`src/rtl/jam1_alu_pkg.sv`:
```
// Shared definitions for the JAM-1 ALU flag logic.
//   carry_mode codes : carry-in selection requested of the adder
//   flag_op codes    : explicit flag manipulation ops
//   F_* indices      : bit positions inside a {V,S,Z,C} flag image
package jam1_alu_pkg;

  localparam logic [1:0] CM_ZERO = 2'b00;
  localparam logic [1:0] CM_FLAG = 2'b01;
  localparam logic [1:0] CM_ONE  = 2'b10;

  localparam logic [1:0] FOP_NONE = 2'b00;
  localparam logic [1:0] FOP_CLC  = 2'b01;
  localparam logic [1:0] FOP_SEC  = 2'b10;
  localparam logic [1:0] FOP_LOAD = 2'b11;

  localparam int F_C = 0;
  localparam int F_Z = 1;
  localparam int F_S = 2;
  localparam int F_V = 3;

endpackage

```
`src/rtl/alu_flag_calc.sv`:
```
// Combinational C/Z/S/V derivation from an adder result.
// Ports:
//   lhs, rhs   : adder operands (rhs already inverted for subtract)
//   sum        : adder result
//   carry_out  : adder carry out
//   flags      : derived {V,S,Z,C}
module alu_flag_calc
  import jam1_alu_pkg::*;
#(
  parameter int WIDTH = 8
) (
  input  logic [WIDTH-1:0] lhs,
  input  logic [WIDTH-1:0] rhs,
  input  logic [WIDTH-1:0] sum,
  input  logic             carry_out,
  output logic [3:0]       flags
);

  always_comb begin
    flags      = 4'b0000;
    flags[F_C] = carry_out;
    flags[F_Z] = (sum == '0);
    flags[F_S] = sum[WIDTH-1];
    // Signed overflow: operands agree in sign but the result does not.
    flags[F_V] = (lhs[WIDTH-1] == rhs[WIDTH-1]) && (sum[WIDTH-1] != lhs[WIDTH-1]);
  end

endmodule

```
`src/rtl/alu_flags.sv`:
```
// JAM-1 ALU flags unit. Captures a candidate flag image into a pending stage,
// commits it to flags_q on the following edge, and forwards the pending image
// so a carry-chained op right behind a flag writer sees the new carry.
// Ports:
//   clk, rst_n            : clock, async active-low reset
//   stall                 : holds pending stage and committed flags
//   flush                 : drops this cycle's capture
//   flags_we, flag_op     : arithmetic flag write / CLC, SEC, LOAD
//   flags_in              : {V,S,Z,C} image for LOAD
//   carry_mode            : carry-in request, echoed as CarrySelectB/A
//   LHS, RHS, AdderOut, CarryOut : adder interface
//   CarrySelectA/B        : carry-select encode to the adder
//   CarryFlag             : forwarded carry flag
//   flags_q               : committed {V,S,Z,C}
module alu_flags
  import jam1_alu_pkg::*;
#(
  parameter int         WIDTH    = 8,
  parameter logic [3:0] FLAG_RST = 4'b0000
) (
  input  logic             clk,
  input  logic             rst_n,
  input  logic             stall,
  input  logic             flush,
  input  logic             flags_we,
  input  logic [1:0]       flag_op,
  input  logic [3:0]       flags_in,
  input  logic [1:0]       carry_mode,
  input  logic [WIDTH-1:0] LHS,
  input  logic [WIDTH-1:0] RHS,
  input  logic [WIDTH-1:0] AdderOut,
  input  logic             CarryOut,
  output logic             CarrySelectA,
  output logic             CarrySelectB,
  output logic             CarryFlag,
  output logic [3:0]       flags_q
);

  logic [3:0] derived;
  logic [3:0] fwd;
  logic [3:0] cand;
  logic       capture;

  logic       pend_valid_q, pend_valid_d;
  logic [3:0] pend_flags_q, pend_flags_d;
  logic [3:0] flags_d;

  alu_flag_calc #(.WIDTH(WIDTH)) u_calc (
    .lhs       (LHS),
    .rhs       (RHS),
    .sum       (AdderOut),
    .carry_out (CarryOut),
    .flags     (derived)
  );

  // The encode is a straight echo of carry_mode; the adder decodes 11 as 0.
  assign CarrySelectA = carry_mode[0];
  assign CarrySelectB = carry_mode[1];

  assign fwd       = pend_valid_q ? pend_flags_q : flags_q;
  assign CarryFlag = fwd[F_C];
  assign capture   = flags_we || (flag_op != FOP_NONE);

  always_comb begin
    cand = derived;
    case (flag_op)
      FOP_CLC:  cand = {fwd[3:1], 1'b0};
      FOP_SEC:  cand = {fwd[3:1], 1'b1};
      FOP_LOAD: cand = flags_in;
      default:  cand = derived;
    endcase
  end

  always_comb begin
    pend_valid_d = pend_valid_q;
    pend_flags_d = pend_flags_q;
    flags_d      = flags_q;
    if (!stall) begin
      if (pend_valid_q) flags_d = pend_flags_q;
      pend_valid_d = capture && !flush;
      pend_flags_d = cand;
    end
  end

  always_ff @(posedge clk or negedge rst_n) begin
    if (!rst_n) begin
      flags_q      <= FLAG_RST;
      pend_valid_q <= 1'b0;
      pend_flags_q <= 4'b0000;
    end else begin
      flags_q      <= flags_d;
      pend_valid_q <= pend_valid_d;
      pend_flags_q <= pend_flags_d;
    end
  end

endmodule

```
`config.mk`:
```
export PLATFORM = sky130hd
export DESIGN_NAME = alu_flags
export DESIGN_NICKNAME = d
export VERILOG_FILES = /design/src/rtl/jam1_alu_pkg.sv /design/src/rtl/alu_flag_calc.sv /design/src/rtl/alu_flags.sv
export SDC_FILE = /design/constraint.sdc
export NUM_CORES = 1
export LEC_CHECK = 0
export BUFFER_PORTS_ARGS = -buffer_cell sky130_fd_sc_hd__buf_2
export CORE_MARGIN = 3
export CORE_UTILIZATION = 39
export DETAILED_ROUTE_END_ITERATION = 6
export PLACE_DENSITY = 0.81
export SYNTH_ARGS = -nofsm -noshare
export SYNTH_HDL_FRONTEND = slang
export SYNTH_SLANG_ARGS = --single-unit
```
`constraint.sdc`:
```
create_clock -name clk -period 3.3 [get_ports clk]
set_input_delay 0.165 -clock clk [delete_from_list [all_inputs] [get_ports clk]]
set_output_delay 0.165 -clock clk [all_outputs]
set_load 0.05 [all_outputs]
```
==> results.toml <==
[synthesis]
async_flop_share = 1.00
netlist_area_um2 = 544
synthTopCellsByCount = "dfrtp_1 (9), mux2_2 (6), nand2_1 (6)"
ys_types = 27
synth-seq-cells = 9
post_synth.cell_area_avg_um2 = 9.72
synth.area.top_cells = "dfrtp_1 (41%), mux2_2 (12%), buf_4 (4.1%)"
synth_nets = 94
cell_taking_the_most_area_after_synthesis = "dfrtp_1"
synth.yosys.seq_area_share = 0.414
syn-instance-count = 56
synth-edff-count = 0
synth_top_cell_area_share = 0.414
synth-warning-count = 0
synthFlopType = "dfrtp_1"
top_count_cell_post_synth = "dfrtp_1"

[setup_path]
cp.required_ns = 3.13
r2r_cells = 2
critPathArrivalTime_ns = 1.34
worstPathCellList = "mux2_2, buf_2"
critPathCaptureType = "output pin"
path_class = "flip-flop to output pin"
critical_path_peak_fanout = 8
standard_cell_with_the_maximum_stage_delay_on_the_critical_path = "dfrtp_1"
worst_stage_delay_on_the_critical_path_ns = 0.49
start_kind = "flip-flop"

[sta]
max_slew_vio_count = 0
grt_setup_unrepaired = "false"
slew-limit-headroom = 0.820
min_period_ns = 1.51
fmax_mhz = 663
worst_slew_pin_slew_ns = 0.269
post-route-period-util = 0.457
final_hold_viol_count = 0
setup_viol_count_final = 0
finalSetupTns_ns = 0
skew_ns = 0.00261

[final_layout]
synthToLayoutAreaGrowth_pct = 26.0
multiInputGateArea_um2 = 258
final_layout_net_count = 120
register_area_um2 = 225
antenna-diode-count = 0
fin_cells = 95
fill_cells = 121
finalCoreUtilization = 0.571
drive_gt1_frac = 0.457
stdcell_area_um2 = 686

[drt]
drt_iter0_markers = 2
route.antenna.remaining_nets = 0
drt-pass1-iter-count = 4
drt_drc_violations_left = 0
routed-via-count = 515
viasPerCell = 5.42
drt-total-wl_um = 1250
wl_per_cell_um = 13.1

[floorplanning]
io_pins = 45
initial_utilization = 0.453
fp.coreArea_um2 = 1200
die_area_um2 = 1880
fp.dieW_um = 43.4
die_height_um = 43.4
number_of_standard_cell_rows_in_the_floorplan = 12

[global_routing]
globalRouteTotalUtil = 0.142
grt_antenna_before_repair = 0
largest_net_degree_at_the_start_of_global_routing = 13
grt_first_pass_wirelength_um = 2020
first_global_vias = 492
globalRouteOverflowTotal = 0

[worst_hold_path]
holdPathStages = 2
timing.hold.worst.class = "input port to flip-flop"

[clocking]
clock_tree.htree_level_count = 1
cts_resized = 0
cts_made_buffers = 3
numClockSinks = 9
clk_transition_reported_paths_ns = 0.06
tritoncts = "done"
post-cts-setup-buffers = 0
cts_max_path_buffers = 2
clk_root_buffer_cell = "clkbuf_4"
clk_latency_ns = 0.26

[job]
maxCapViolCount = 0

[power]
leakagePower_uw = 0.000344
p_per_area_nw_per_um2 = 591
irDropWorstVdd_uv = 387

[placed_design]
place_congestion = 0.748
post-dp-hpwl_um = 994
place_area_um2 = 649
placed_cells_incl_taps = 90
placement.io_buffers = 26

[status]
result_of_the_run = "finished clean"
## per-layer routing
| layer | vias to the layer above | GRT usage | wire length (µm) |
|---|---|---|---|
| met5 | - | 0 | 0 |
| met4 | 0 | 0.0542 | 30 |
| met3 | 4 | 0.0622 | 125 |
| met2 | 29 | 0.227 | 578 |
| met1 | 231 | 0.168 | 514 |
| li1 | 251 | - | - |
## kinds of logic after synthesis
family / share of synthesized area
XOR/XNOR: 0.0161
buffers and inverters: 0.113
AND/OR/NAND/NOR: 0.168
multiplexers: 0.124
flip-flops: 0.414
AO/OA/AOI/OAI: 0.166
## critical path: cells and delay by family (launching register included)
family	cells	cell delay [ns]
DFF	1	0.49
muxes	1	0.38
buffers and inverters	1	0.21
## registers in the layout (all words and copies together) (netlist names)
name          cells
flags_q           4
pend_flags_q      4
pend_valid_q      1
## per-stage QoR
| stage | hold WS [ns] | setup WS [ns] | power [µW] |
|---|---|---|---|
| final | 0.0871 | 1.79 | 405 |
| after global routing | 0.0813 | 1.73 | 428 |
| after CTS | 0.0849 | 1.79 | 409 |
| after detailed placement | 0.0285 | 2.06 | 323 |
| after global placement | 0.0221 | 2.07 | 318 |
| after floorplan | -0.131 | 1.87 | 286 |
## cells in the final DEF, fill, tap and decap left out
master and count:
o21ai_0 3, clkbuf_4 3, buf_2 26, nand2_1 6, nor2_1 1, clkbuf_1 1
a21oi_1 1, mux2_2 6, o32ai_1 1, nor3_1 1, and2b_2 1, o22ai_1 1
a32oi_1 2, o31ai_1 1, and3b_1 1, and2b_1 1, nand3_1 1, o311a_1 1
xor2_1 1, a211oi_1 1, inv_1 5, a31oi_1 2, dfrtp_1 9, nor4_1 2
nor3b_1 1, dlygate4sd3_1 1, and3b_2 1
## path summary, 6_finish.rpt
kind	from	to	slack, ns
max	pend_valid_q	CarryFlag	1.79
min	flush	pend_valid_q	0.09
max reg2reg	pend_valid_q	flags_q[0]	2.06
min reg2reg	pend_flags_q[2]	flags_q[2]	0.48
max in group asynchronous	rst_n	flags_q[1]	2.84
min in group asynchronous	rst_n	pend_valid_q	0.28
## area by class of cell
type                            instances  share of cell area
Timing Repair Buffer                   27               0.204
Multi-Input combinational cell         36               0.376
Inverter                                5              0.0274
Clock buffer                            4              0.0383
Tap cell                               14              0.0255
Sequential cell                         9               0.328
## report_power, final
group / internal (µW) / total [µW] / leakage (µW) / switching, µW
sequential: 136 / 154 / 0.000108 / 18.2
combinational: 56.8 / 167 / 0.000221 / 110
clock: 46.6 / 84.3 / 0.0000150 / 37.8
## what timing repair did
action,CTS,global route
endpoints found under the setup margin,0,0
hold endpoints to repair,9,0
hold buffers,1,0
No activity file was read; power rests on OpenSTA's default activity.
